## src/rtl/joystick_conditioner.sv

```systemverilog
// Joystick/button front end: 2-FF synchronizer, per-channel debounce, opposing-direction
// neutralisation and a one-cycle button press pulse.
`timescale 1ns/1ps

module joystick_conditioner #(
    parameter int unsigned DEBOUNCE_CYCLES = 1_000_000,
    parameter bit          ACTIVE_LOW      = 1'b0,
    parameter int unsigned CNT_W           = $clog2(DEBOUNCE_CYCLES + 1)
) (
    input  logic clk,
    input  logic reset,
    input  logic raw_up,
    input  logic raw_down,
    input  logic raw_left,
    input  logic raw_right,
    input  logic raw_btn,
    output logic up,
    output logic down,
    output logic left,
    output logic right,
    output logic btn,
    output logic btn_pulse
);

    localparam int unsigned NCH    = 5;
    localparam int unsigned CH_UP  = 0;
    localparam int unsigned CH_DN  = 1;
    localparam int unsigned CH_LT  = 2;
    localparam int unsigned CH_RT  = 3;
    localparam int unsigned CH_BTN = 4;
    localparam logic [CNT_W-1:0] CNT_LAST = CNT_W'(DEBOUNCE_CYCLES - 1);

    logic [NCH-1:0]   raw_vec;
    logic [NCH-1:0]   in_vec;
    logic [NCH-1:0]   s1;
    logic [NCH-1:0]   s2;
    logic [NCH-1:0]   stable;
    logic [CNT_W-1:0] cnt [NCH];
    logic             btn_prev;

    assign raw_vec = {raw_btn, raw_right, raw_left, raw_down, raw_up};
    assign in_vec  = ACTIVE_LOW ? ~raw_vec : raw_vec;

    // Only place raw pins are sampled; everything downstream uses s2.
    always_ff @(posedge clk or posedge reset) begin
        if (reset) begin
            s1 <= '0;
            s2 <= '0;
        end else begin
            s1 <= in_vec;
            s2 <= s1;
        end
    end

    // A new level must persist DEBOUNCE_CYCLES edges; any return to the old level restarts.
    always_ff @(posedge clk or posedge reset) begin
        if (reset) begin
            stable <= '0;
            for (int i = 0; i < NCH; i++) begin
                cnt[i] <= '0;
            end
        end else begin
            for (int i = 0; i < NCH; i++) begin
                if (s2[i] == stable[i]) begin
                    cnt[i] <= '0;
                end else if (cnt[i] == CNT_LAST) begin
                    stable[i] <= s2[i];
                    cnt[i]    <= '0;
                end else begin
                    cnt[i] <= cnt[i] + CNT_W'(1);
                end
            end
        end
    end

    always_ff @(posedge clk or posedge reset) begin
        if (reset) begin
            btn_prev <= 1'b0;
        end else begin
            btn_prev <= stable[CH_BTN];
        end
    end

    assign up        = stable[CH_UP] & ~stable[CH_DN];
    assign down      = stable[CH_DN] & ~stable[CH_UP];
    assign left      = stable[CH_LT] & ~stable[CH_RT];
    assign right     = stable[CH_RT] & ~stable[CH_LT];
    assign btn       = stable[CH_BTN];
    assign btn_pulse = stable[CH_BTN] & ~btn_prev;

endmodule

```

## config.mk

```make
export PLATFORM = sky130hd
export DESIGN_NAME = joystick_conditioner
export DESIGN_NICKNAME = d
export VERILOG_FILES = /design/src/rtl/joystick_conditioner.sv
export SDC_FILE = /design/constraint.sdc
export NUM_CORES = 1
export LEC_CHECK = 0
export BUFFER_PORTS_ARGS = -buffer_cell sky130_fd_sc_hd__clkbuf_2
export CAP_MARGIN = 25
export CORE_MARGIN = 3
export CORE_UTILIZATION = 35
export DETAILED_ROUTE_END_ITERATION = 6
export GPL_TIMING_DRIVEN = 0
export SETUP_SLACK_MARGIN = 0.2
export SLEW_MARGIN = 20
export SYNTH_ARGS = -nofsm -noshare
export SYNTH_HDL_FRONTEND = slang
export SYNTH_SLANG_ARGS = --single-unit
```

## constraint.sdc

```tcl
create_clock -name clk -period 4.55 [get_ports clk]
set_clock_uncertainty 0.15 [all_clocks]
set_input_delay 0.455 -clock clk [delete_from_list [all_inputs] [get_ports clk]]
set_output_delay 0.455 -clock clk [all_outputs]
set_load 0.01 [all_outputs]
```

==> results.sh <==
export IMPL_status="finished, final reports clean"
export IMPL_slowest_stage="or4_1"
export IMPL_port_buffers=12
export IMPL_nets=599
export IMPL_slew_violations=0
export IMPL_grt_start_max_net_pins=70
export IMPL_num_antenna_cells=0
export IMPL_whs_ns=0.0184
export IMPL_synth_edf_count=0
export IMPL_grt_antenna_before_repair=0
export IMPL_maxSlewHeadroom=0.543
export IMPL_viasPerCell=5.02
export IMPL_route_antenna_remaining_nets=0
export IMPL_drt_iter0_drc=186
export IMPL_vias=4072
export IMPL_core_area_sq_mm=0.0154
export IMPL_cts_tree="built"
export IMPL_avgSynthCellArea_sq_um=10.1
export IMPL_dp_hpwl_mm=6.98
export IMPL_critical_path_class="flip-flop to flip-flop"
export IMPL_cts_made_buffers=17
export IMPL_syn_to_final_growth_pct=19.0
export IMPL_grt_pass1_wl_mm=18.7
export IMPL_grt_usage=0.129
export IMPL_clock_latency_ns=0.41
export IMPL_critPathBufInv=1
export IMPL_min_path_type="input port to flip-flop"
export IMPL_clkTransAtPathRegs_ns=0.05
export IMPL_hold_viol=0
export IMPL_yosys_cell_types_count=45
export IMPL_synth_compound_area_share=0.0566
export IMPL_cp_start_kind="flip-flop"
export IMPL_powerDensity_mw_per_mm2=388
export IMPL_rows=45
export IMPL_synthMuxAreaShare=0.0210
export IMPL_max_freq_mhz=400
export IMPL_yosys_warnings=0
export IMPL_root_buffer="clkbuf_16"
export IMPL_synth_most_common_cell="dfrtp_1"
export IMPL_critical_path_arrival_ns=2.64
export IMPL_ioPinCount=13
export IMPL_syn_num_nets=562
export IMPL_power_leakage_nw=2.64
export IMPL_worstPathCellList="ha_1, nand3_1, or4_1, o21ai_2, buf_4, nor2_1"
export IMPL_cpPeakStageDelay_ns=0.64
export IMPL_drive_gt1_frac=0.118
export IMPL_ys_seq_area_frac=0.523
export IMPL_yosys_area_share_xor_xnor=0.111
export IMPL_final_core_util=0.429
export IMPL_ys_ff_latch=116
export IMPL_drt_wl_total_mm=10.3
export IMPL_first_pass_iters=4
export IMPL_syn_area_sq_mm=0.00555
export IMPL_cts_htree_levels=4
export IMPL_fill_cells=1445
export IMPL_synthFlopType="dfrtp_1"
export IMPL_finalCritPeriodShare=0.549
export IMPL_cts_sinks=116
export IMPL_endpoint_kind="flip-flop"
export IMPL_path_delay_family="simple AND/OR/NAND/NOR gates"
export IMPL_initial_core_util=0.361
export IMPL_drc_errors=0
export IMPL_synth_largest_area_cell="dfrtp_1"
export IMPL_dieArea_sq_mm=0.0174
export IMPL_path_max_fanout=10
export IMPL_rsz0062_at_grt="no"
export IMPL_postCtsSetupBuffers=0
export IMPL_synth_common_cells="dfrtp_1 (116), nor2_1 (88), xnor2_1 (48)"
export IMPL_cts_buffer_depth=2
export IMPL_wl_per_cell_um=12.7
export IMPL_setup_tns_ns=0
export IMPL_yosys_area_top_type_share=0.523
export IMPL_worst_slew_pin_transition_ns=0.681
export IMPL_gp_congestion=0.783
export IMPL_dieHeight_um=132
export IMPL_setup_viol=0
export IMPL_yosys_area_share_simple=0.253
export IMPL_synth_area_leaders="dfrtp_1 (52%), xnor2_1 (7.6%), nor2_1 (6.0%)"
export IMPL_cap_violations=0
export IMPL_synth_top_family_by_area="simple AND/OR/NAND/NOR gates"
export IMPL_cp_required_ns=4.70
export IMPL_yosys_area_share_adder=0.0113
export IMPL_fin_crit_ns=2.50
export IMPL_dieWidth_um=132
export IMPL_synthArstFlopShare=1.00
export IMPL_vdd_ir_drop_max_uv=236
export IMPL_overflow=0
export IMPL_synth_cells=550
export IMPL_grt_pass1_vias=4142
==> metal layers <==
layer	up-vias	global-route usage	part of all wire
li1	2012	-	-
met1	1986	0.157	0.46
met2	57	0.212	0.50
met3	17	0.0408	0.031
met4	0	0.0572	0.016
met5	-	0	0
==> metrics by stage <==
| stage | area, sq um | setup slack (ns) | std cells | power (mW) |
|---|---|---|---|---|
| 2_1_floorplan | 5550 | 0.873 | 550 | 1.12 |
| 3_3_place_gp | 5870 | -0.432 | 773 | 1.14 |
| 3_5_place_dp | 5900 | 2.04 | 774 | 1.15 |
| 4_1_cts | 6600 | 2.04 | 811 | 2.60 |
| 5_1_grt | 6600 | 1.93 | 811 | 2.66 |
| 6_report | 6600 | 2.05 | 811 | 2.56 |
==> cell usage in the layout, fill, tap and decap left out, types with 17 or more instances in the layout <==
| master | n |
|---|---|
| inv_1 | 19 |
| nand2_1 | 27 |
| clkbuf_16 | 17 |
| a21oi_1 | 19 |
| nand4_1 | 23 |
| xor2_1 | 22 |
| nor3_1 | 20 |
| nand3_1 | 34 |
| dfrtp_1 | 116 |
| nor2_1 | 88 |
| o21ai_0 | 17 |
| nor4_1 | 20 |
| xnor2_1 | 48 |
==> flip-flops by register name, indices dropped and copies added, names as in the netlist <==
name      cells
cnt         100
s1            5
s2            5
stable        5
btn_prev      1
==> path summary, 6_finish.rpt <==
kind / from / end / depth (start not counted) / slack [ns]
setup / recovery: cnt[40]$_DFF_PP0_ / cnt[49]$_DFF_PP0_ / 6 / 2.05
hold / removal: raw_right / s1[3]$_DFF_PP0_ / 1 / 0.02
setup reg to reg: cnt[40]$_DFF_PP0_ / cnt[49]$_DFF_PP0_ / 6 / 2.05
hold reg to reg: s1[0]$_DFF_PP0_ / s2[0]$_DFF_PP0_ / 0 / 0.20
max in group asynchronous: reset / cnt[36]$_DFF_PP0_ / 4 / 3.10
min in group asynchronous: reset / cnt[23]$_DFF_PP0_ / 3 / 0.48
==> cells by family (layout without fill, tap and decap cells) <==
kind of cell	after synthesis	after routing
fa+ha+maj	5	5
compound gates	49	49
buf+inv	29	79
simple gates	270	270
flops	116	116
xor+xnor	70	70
mux	11	11
==> power by group <==
group          switching [mW]  total (mW)  internal [mW]
sequential             0.0134        1.06           1.05
clock                   0.444        1.43          0.984
combinational          0.0461      0.0693         0.0231
==> layout make-up <==
cell class,instances,area [sq um],share of cell area
multi-input cells,405,2510,0.380
well taps,211,264,0.0400
clock buffers,23,498,0.0755
clock inverters,9,148,0.0224
plain buffers,9,60.1,0.00910
inverters,20,80.1,0.0121
repair buffers,18,138,0.0209
flip-flops and latches,116,2900,0.440
==> timing repair <==
action	CTS	global route
hold buffers	5	0
gates resized for setup	0	0
endpoints found under the hold margin	51	0
No activity file was read; power rests on OpenSTA's default activity.
